==> config.mk <==
export PLATFORM = sky130hd
export DESIGN_NAME = spi_master_tx
export DESIGN_NICKNAME = d
export VERILOG_FILES = /design/src/rtl/spi_pkg.sv /design/src/rtl/spi_phase_timer.sv /design/src/rtl/spi_master_tx.sv
export SDC_FILE = /design/constraint.sdc
export NUM_CORES = 1
export LEC_CHECK = 0
export CAP_MARGIN = 20
export CORE_UTILIZATION = 40
export CTS_CLUSTER_DIAMETER = 60
export CTS_CLUSTER_SIZE = 12
export DETAILED_ROUTE_END_ITERATION = 6
export PLACE_DENSITY_LB_ADDON = 0.2
export SKIP_LAST_GASP = 1
export SLEW_MARGIN = 20
export SYNTH_ARGS = -nofsm -noshare
export SYNTH_HDL_FRONTEND = slang
export SYNTH_HIERARCHICAL = 1
export SYNTH_SLANG_ARGS = --single-unit
==> constraint.sdc <==
create_clock -name clk_i -period 2.4 [get_ports clk_i]
set_input_delay 0.48 -clock clk_i [delete_from_list [all_inputs] [get_ports clk_i]]
set_output_delay 0.48 -clock clk_i [all_outputs]
set_load 0.1 [all_outputs]
==> src/rtl/spi_pkg.sv <==
// Shared definitions for the bootloader SPI link (master side and slave width).
package spi_pkg;

   localparam int SPI_WORD_W = 16;

   typedef enum logic [2:0] {
      IDLE  = 3'd0,
      LEAD  = 3'd1,
      HIGH  = 3'd2,
      LOW   = 3'd3,
      TRAIL = 3'd4
   } spi_state_t;

endpackage

==> src/rtl/spi_phase_timer.sv <==
// Loadable down-counter that times each sclk phase; phase_done marks the last cycle.
module spi_phase_timer #(
   parameter int CLK_DIV = 4
) (
   input  logic clk_i,
   input  logic rst_i,
   input  logic load_i,
   output logic phase_done_o
);

   localparam int CNT_W = (CLK_DIV < 1) ? 1 : $clog2(CLK_DIV + 1);
   localparam logic [CNT_W-1:0] LOAD_VAL = CNT_W'(CLK_DIV - 1);

   logic [CNT_W-1:0] cnt_q;
   logic [CNT_W-1:0] cnt_d;

   // Reload on state entry, otherwise count down and park at zero.
   always_comb begin
      cnt_d = cnt_q;
      if (load_i) begin
         cnt_d = LOAD_VAL;
      end else if (cnt_q != '0) begin
         cnt_d = cnt_q - 1'b1;
      end
   end

   // Counter register with synchronous reset.
   always_ff @(posedge clk_i) begin
      if (rst_i) begin
         cnt_q <= '0;
      end else begin
         cnt_q <= cnt_d;
      end
   end

   assign phase_done_o = (cnt_q == '0);

endmodule

==> src/rtl/spi_master_tx.sv <==
// SPI mode-0 master for the bootloader link: shifts a word out MSB-first on
// mosi while capturing the slave's echo of the previous word from miso.
//
// state | meaning
// IDLE  | ready for a word, prog low, sclk low
// LEAD  | prog high, MSB on mosi, sclk low (setup before first rise)
// HIGH  | sclk high; miso sampled on the last cycle of the phase
// LOW   | sclk low; mosi already holds the next bit
// TRAIL | sclk low, prog still high, then hand rx word to host
module spi_master_tx
   import spi_pkg::*;
#(
   parameter int WORD_W  = SPI_WORD_W,
   parameter int CLK_DIV = 4
) (
   input  logic              clk_i,
   input  logic              rst_i,
   input  logic [WORD_W-1:0] tx_data_i,
   input  logic              tx_valid_i,
   output logic              tx_ready_o,
   output logic [WORD_W-1:0] rx_data_o,
   output logic              rx_valid_o,
   output logic              busy_o,
   output logic              prog_o,
   output logic              sclk_o,
   output logic              mosi_o,
   input  logic              miso_i
);

   localparam int BIT_W = $clog2(WORD_W + 1);
   localparam logic [BIT_W-1:0] LAST_BIT = BIT_W'(WORD_W - 1);

   spi_state_t        state_q, state_d;
   logic [WORD_W-1:0] tx_sh_q, tx_sh_d;
   logic [WORD_W-1:0] rx_sh_q, rx_sh_d;
   logic [BIT_W-1:0]  bit_cnt_q, bit_cnt_d;
   logic [WORD_W-1:0] rx_data_q, rx_data_d;
   logic              rx_valid_q, rx_valid_d;
   logic              prog_q, prog_d;
   logic              sclk_q, sclk_d;
   logic              mosi_q, mosi_d;
   logic              phase_load;
   logic              phase_done;

   spi_phase_timer #(
      .CLK_DIV (CLK_DIV)
   ) u_phase_timer (
      .clk_i        (clk_i),
      .rst_i        (rst_i),
      .load_i       (phase_load),
      .phase_done_o (phase_done)
   );

   // Next-state and output decode; every transition reloads the phase timer.
   always_comb begin
      state_d    = state_q;
      tx_sh_d    = tx_sh_q;
      rx_sh_d    = rx_sh_q;
      bit_cnt_d  = bit_cnt_q;
      rx_data_d  = rx_data_q;
      rx_valid_d = 1'b0;
      prog_d     = prog_q;
      sclk_d     = sclk_q;
      mosi_d     = mosi_q;
      phase_load = 1'b0;

      case (state_q)
         IDLE: begin
            if (tx_valid_i) begin
               state_d    = LEAD;
               tx_sh_d    = tx_data_i;
               rx_sh_d    = '0;
               bit_cnt_d  = '0;
               prog_d     = 1'b1;
               mosi_d     = tx_data_i[WORD_W-1];
               phase_load = 1'b1;
            end
         end
         LEAD: begin
            if (phase_done) begin
               state_d    = HIGH;
               sclk_d     = 1'b1;
               phase_load = 1'b1;
            end
         end
         HIGH: begin
            if (phase_done) begin
               // miso settles after the slave's own rise, so sample late in HIGH
               rx_sh_d    = {rx_sh_q[WORD_W-2:0], miso_i};
               bit_cnt_d  = bit_cnt_q + 1'b1;
               sclk_d     = 1'b0;
               phase_load = 1'b1;
               if (bit_cnt_q == LAST_BIT) begin
                  state_d = TRAIL;
               end else begin
                  state_d = LOW;
                  tx_sh_d = tx_sh_q << 1;
                  mosi_d  = tx_sh_q[WORD_W-2];
               end
            end
         end
         LOW: begin
            if (phase_done) begin
               state_d    = HIGH;
               sclk_d     = 1'b1;
               phase_load = 1'b1;
            end
         end
         TRAIL: begin
            if (phase_done) begin
               state_d    = IDLE;
               prog_d     = 1'b0;
               mosi_d     = 1'b0;
               rx_data_d  = rx_sh_q;
               rx_valid_d = 1'b1;
            end
         end
         default: begin
            state_d = IDLE;
            prog_d  = 1'b0;
            sclk_d  = 1'b0;
            mosi_d  = 1'b0;
         end
      endcase
   end

   // State, datapath and output registers; reset discards any partial word.
   always_ff @(posedge clk_i) begin
      if (rst_i) begin
         state_q    <= IDLE;
         tx_sh_q    <= '0;
         rx_sh_q    <= '0;
         bit_cnt_q  <= '0;
         rx_data_q  <= '0;
         rx_valid_q <= 1'b0;
         prog_q     <= 1'b0;
         sclk_q     <= 1'b0;
         mosi_q     <= 1'b0;
      end else begin
         state_q    <= state_d;
         tx_sh_q    <= tx_sh_d;
         rx_sh_q    <= rx_sh_d;
         bit_cnt_q  <= bit_cnt_d;
         rx_data_q  <= rx_data_d;
         rx_valid_q <= rx_valid_d;
         prog_q     <= prog_d;
         sclk_q     <= sclk_d;
         mosi_q     <= mosi_d;
      end
   end

   // Ready is a pure decode of the state register, so it carries no input path.
   assign tx_ready_o = (state_q == IDLE);
   assign busy_o     = (state_q != IDLE);
   assign rx_data_o  = rx_data_q;
   assign rx_valid_o = rx_valid_q;
   assign prog_o     = prog_q;
   assign sclk_o     = sclk_q;
   assign mosi_o     = mosi_q;

endmodule

# --- After elaboration in Yosys (flattened, before gate mapping) ---
# Index checks and enable logic that the tools add are counted.
classes:
  n_addsub: 2
  reduce_logical: 18
  bitwise_logic: 4
  muxes: 30
  eq_ne: 10
ops:
  columns: ["op", "n"]
  rows:
  - ["two-way mux 15 bit", 3]
  - ["two-way mux 16 bit", 2]
  - ["case mux 16 bit (2 select lines)", 1]
  - ["case mux 15 bit (2 select lines)", 1]
  - ["two-way mux 3 bit", 5]
  - ["case mux 3 bit (4 select lines)", 1]
  - ["two-way mux 5 bit", 2]
  - ["case mux 5 bit (2 select lines)", 1]
  - ["AND reduction 3 bit", 3]
  - ["two-way mux 1 bit", 8]
  - ["inequality test 2 bit (second input constant)", 4]
  - ["AND reduction 4 bit", 2]
  - ["OR reduction 2 bit", 4]
  - ["== test 3 x 2 -> 1 bit (second input constant)", 2]
  - ["zero test 3 bit", 2]
  - ["case mux 1 bit (3 select lines)", 2]
  - ["nonzero test 3 bit", 2]
  - ["adder 5 x 1 -> 5 bit (second input constant)", 1]
  - ["== test 5 x 4 -> 1 bit (second input constant)", 1]
  - ["AND reduction 5 bit", 1]
  - ["two-way mux 2 bit", 2]
  - ["inverter 1 bit", 4]
  - ["case mux 1 bit (4 select lines)", 1]
  - ["nonzero test 2 bit", 2]
  - ["7 further kinds", 7]
totals:
  ff_bits: 62
  out_inout_bits: 22
  in_bits: 20
  word_cells: 75

# --- Depth between registers and ports, before layout ---
logic_depth:
  ltp_word: 4
  depth_mapped: 10
  ltp_nobuf: 8

# --- Hierarchy ---
# The synthesis kept the hierarchy.
modules_own_cells:
  columns: ["module", "area_each_um2", "cells_per_inst", "n_inst", "seq_area_each_um2"]
  rows:
  - ["spi_master_tx", 2685.1, 309, 1, 1181.1]
  - ["spi_phase_timer", 175.2, 18, 1, 60.1]

# --- Least setup slack after synthesis ---
# OpenSTA, ideal clock, no wires.
synth_timing:
  path_type: "reg-to-output"
  start: "register state_q[1]"
  end: "output tx_ready_o"
  n_path_buf: 2
  path_stages_with_launch: 5
  arrival_ns: 2.089
  required_ns: 1.920
  setup_slack_ns: -0.169
  path_cell_list: "dfxtp_1 buf_4 buf_2 or3_1 inv_1"
synth_via:
  elab_chain_cells: 1
synth_lines:
  columns: ["item", "line", "text"]
  rows:
  - ["from (decl)", "spi_master_tx.sv:33", "spi_state_t state_q, state_d;"]
  - ["from (signal assigned)", "spi_master_tx.sv:140", "state_q <= state_d;"]
  - ["zero test 3 bit", "spi_master_tx.sv:153", "assign tx_ready_o = (state_q == IDLE);"]
  - ["to (decl)", "spi_master_tx.sv:20", "output logic tx_ready_o,"]
# No other way between the ends.

# --- Worst setup path in the final report ---
# Ends and elaborated chain as after synthesis.

==> impl_metrics.tcl <==
set metrics [dict create \
    die-area_um2 7490 \
    status "completed" \
    drtIter0Drc 139 \
    grt_max_degree 36 \
    grt.busiest_layer "met2" \
    postCtsSetupBuffers 0 \
    power.leakage_nw 1.23 \
    dp_slack_ps 366 \
    synth_seq_area_share_pct 43.4 \
    fin_skew_ps 7.73 \
    antenna_found_initial 0 \
    cts.sinks 62 \
    worstPathRequired_ps 1920 \
    drc 0 \
    path_clk_slew_ps 70 \
    syn_nets 351 \
    power_density_nw_per_um2 836 \
    wl_per_cell_um 13.7 \
    cts_hold_buf 0 \
    die_w_um 86.6 \
    fin_ws_ps 278 \
    grt_use_met1_pct 24.7 \
    syn_avg_cell_area_um2 8.75 \
    fp.dieH_um 86.6 \
    setup_viol 0 \
    wl_mm 6.28 \
    drtPass1Iterations 4 \
    synth_edf_count 0 \
    cp.arrival_ps 1640 \
    synth_top_area_share_pct 43.4 \
    clockRootBuffer "clkbuf_8" \
    diodes 0 \
    rsz0062_at_grt "no" \
    drive_above_1_share_pct 16.0 \
    cts_tree "yes" \
    track_usage_pct 18.2 \
    fin_hold_ws_ps 453 \
    worstSetupPathType "reg2out" \
    hold_viol_final 0 \
    ir_drop_uv 358 \
    gp_congestion 0.710 \
    synthArstFlopShare_pct 0 \
    cp_max_fo 16 \
    nNetsFinal 384 \
    portBuffers 41 \
    worstSkewPairLatency_ps 330 \
    yosys-top-cells-area "dfxtp_1, a21oi_1, mux2i_1" \
    ios 42 \
    grtUsageMet2_pct 27.9 \
    clockBufferDepth 2 \
    synthesis.area_um2 2860 \
    synth_most_common_cell "dfxtp_1" \
    overflow 0 \
    yosys-top-cells-count "dfxtp_1, a21oi_1, nand2_1" \
    finalCritPeriodShare_pct 88.4 \
    final_antenna_net_count 0 \
    tightestPinTransition_ps 589 \
    fmax_mhz 471 \
    yosysUniqueCellTypes 47 \
    area_growth_pct 22.3 \
    cts-resized-gates 0 \
    fin_setup_tns_ps 0 \
    synth_flop_cell "dfxtp_1" \
    via_per_inst 5.36 \
    rrSetupSlack_ps 330 \
    synth_cells 327 \
    synth_warnings 6 \
    grt_util_met3_pct 4.95 \
    htreeDepth 3 \
    max-slew-margin-rel_pct 60.8 \
    start_kind "register" \
    synth_seq_cells 62 \
    grt_pass1_vias 2240 \
    synth_largest_area_cell "dfxtp_1" \
    hp-class "reg2reg" \
    start_util_pct 41.6 \
    final.fill_count 665 \
    grt_pass1_wl_mm 10.8 \
    dp_hpwl_mm 3.94 \
    final_util_pct 50.9 \
    cap_viol_max_count 0 \
    core-area_um2 6870 \
    placementRows 30 \
    end_kind "output pin" \
    slew_violations 0 \
    vias 2462 \
    post-route-min-period_ps 2120 \
    numCtsBuffers 9 \
]
-- layout make-up --
type | count | area [um^2] | area share [%]
Multi-Input combinational cell | 223 | 1440 | 41.0
Sequential cell | 62 | 1240 | 35.5
Timing Repair Buffer | 56 | 493 | 14.1
Clock buffer | 13 | 169 | 4.83
Tap cell | 96 | 120 | 3.43
Inverter | 8 | 33.8 | 0.966
Clock inverter | 1 | 5.00 | 0.143
-- final timing paths --
path                          start                     end  cells after the start
max                      state_q[1]              tx_ready_o                      3
min                    rx_data_o[5]            rx_data_o[5]                      2
max reg2reg  u_phase_timer/cnt_q[0]  u_phase_timer/cnt_q[1]                      8
min reg2reg            rx_data_o[5]            rx_data_o[5]                      2
-- sequential cells by signal, summed over array words and instances (netlist names) --
| register | flops |
|---|---|
| bit_cnt_q | 5 |
| mosi_o | 1 |
| prog_o | 1 |
| rx_data_o | 16 |
| rx_sh_q | 16 |
| rx_valid_o | 1 |
| sclk_o | 1 |
| state_q | 3 |
| tx_sh_q | 15 |
| u_phase_timer/cnt_q | 3 |
-- cell families (layout without fill, tap and decap cells) --
logic type	count (synthesis)	count (layout)	synth area share, %
AOI/OAI and AO/OA	111	111	24.0
and+or+nand+nor	89	89	17.5
DFF	62	62	43.4
buffers and inverters	42	78	6.69
muxes	18	18	6.34
adders and majority gates	4	4	1.75
xor gates and xnor gates	1	1	0.306
-- cell usage in the layout (no fill, tap or decap), types with 3 or more instances in the layout --
| cell | synthesis | layout |
|---|---|---|
| o21bai_1 | 14 | 14 |
| nand3_1 | 3 | 3 |
| buf_4 | 2 | 35 |
| nor2_1 | 5 | 5 |
| o311ai_0 | 14 | 14 |
| nand2_1 | 38 | 38 |
| clkbuf_8 | 0 | 12 |
| nand4_1 | 17 | 17 |
| dfxtp_1 | 62 | 62 |
| o31ai_1 | 3 | 3 |
| a211oi_1 | 3 | 3 |
| o21ai_0 | 19 | 19 |
| mux2i_1 | 17 | 17 |
| nor3_1 | 3 | 3 |
| clkdlybuf4s50_1 | 0 | 19 |
| a21oi_1 | 50 | 50 |
| inv_1 | 8 | 7 |
| nor4b_1 | 3 | 3 |
| ha_1 | 4 | 4 |
-- per-layer routing --
layer  vias to the layer above  routed length [um]
met5                         -                   0
met2                        48                2860
li1                       1258                   -
met4                         0                  74
met3                         7                 236
met1                      1149                3110
-- metrics by stage --
stage               cell area, um^2  total power (W)  instances
detailed placement             3320          0.00213        445
global route                   3500          0.00309        459
floorplan                      2870          0.00190        327
CTS                            3500          0.00295        459
finish                         3500          0.00292        459
global placement               3320          0.00212        445
-- critical path, cell delays in order, from the launching register on --
cell and delay [ps]:
dfxtp_1 470, or3_2 560, clkinvlp_4 110, buf_12 160
-- power by group --
part | switching, W | total, W | leakage [nW] | internal (W)
Combinational | 0.000583 | 0.000921 | 0.630 | 0.000339
Sequential | 0.0000740 | 0.00119 | 0.504 | 0.00112
Clock | 0.000362 | 0.000809 | 0.0914 | 0.000447
(Power assumes the default switching activity.)
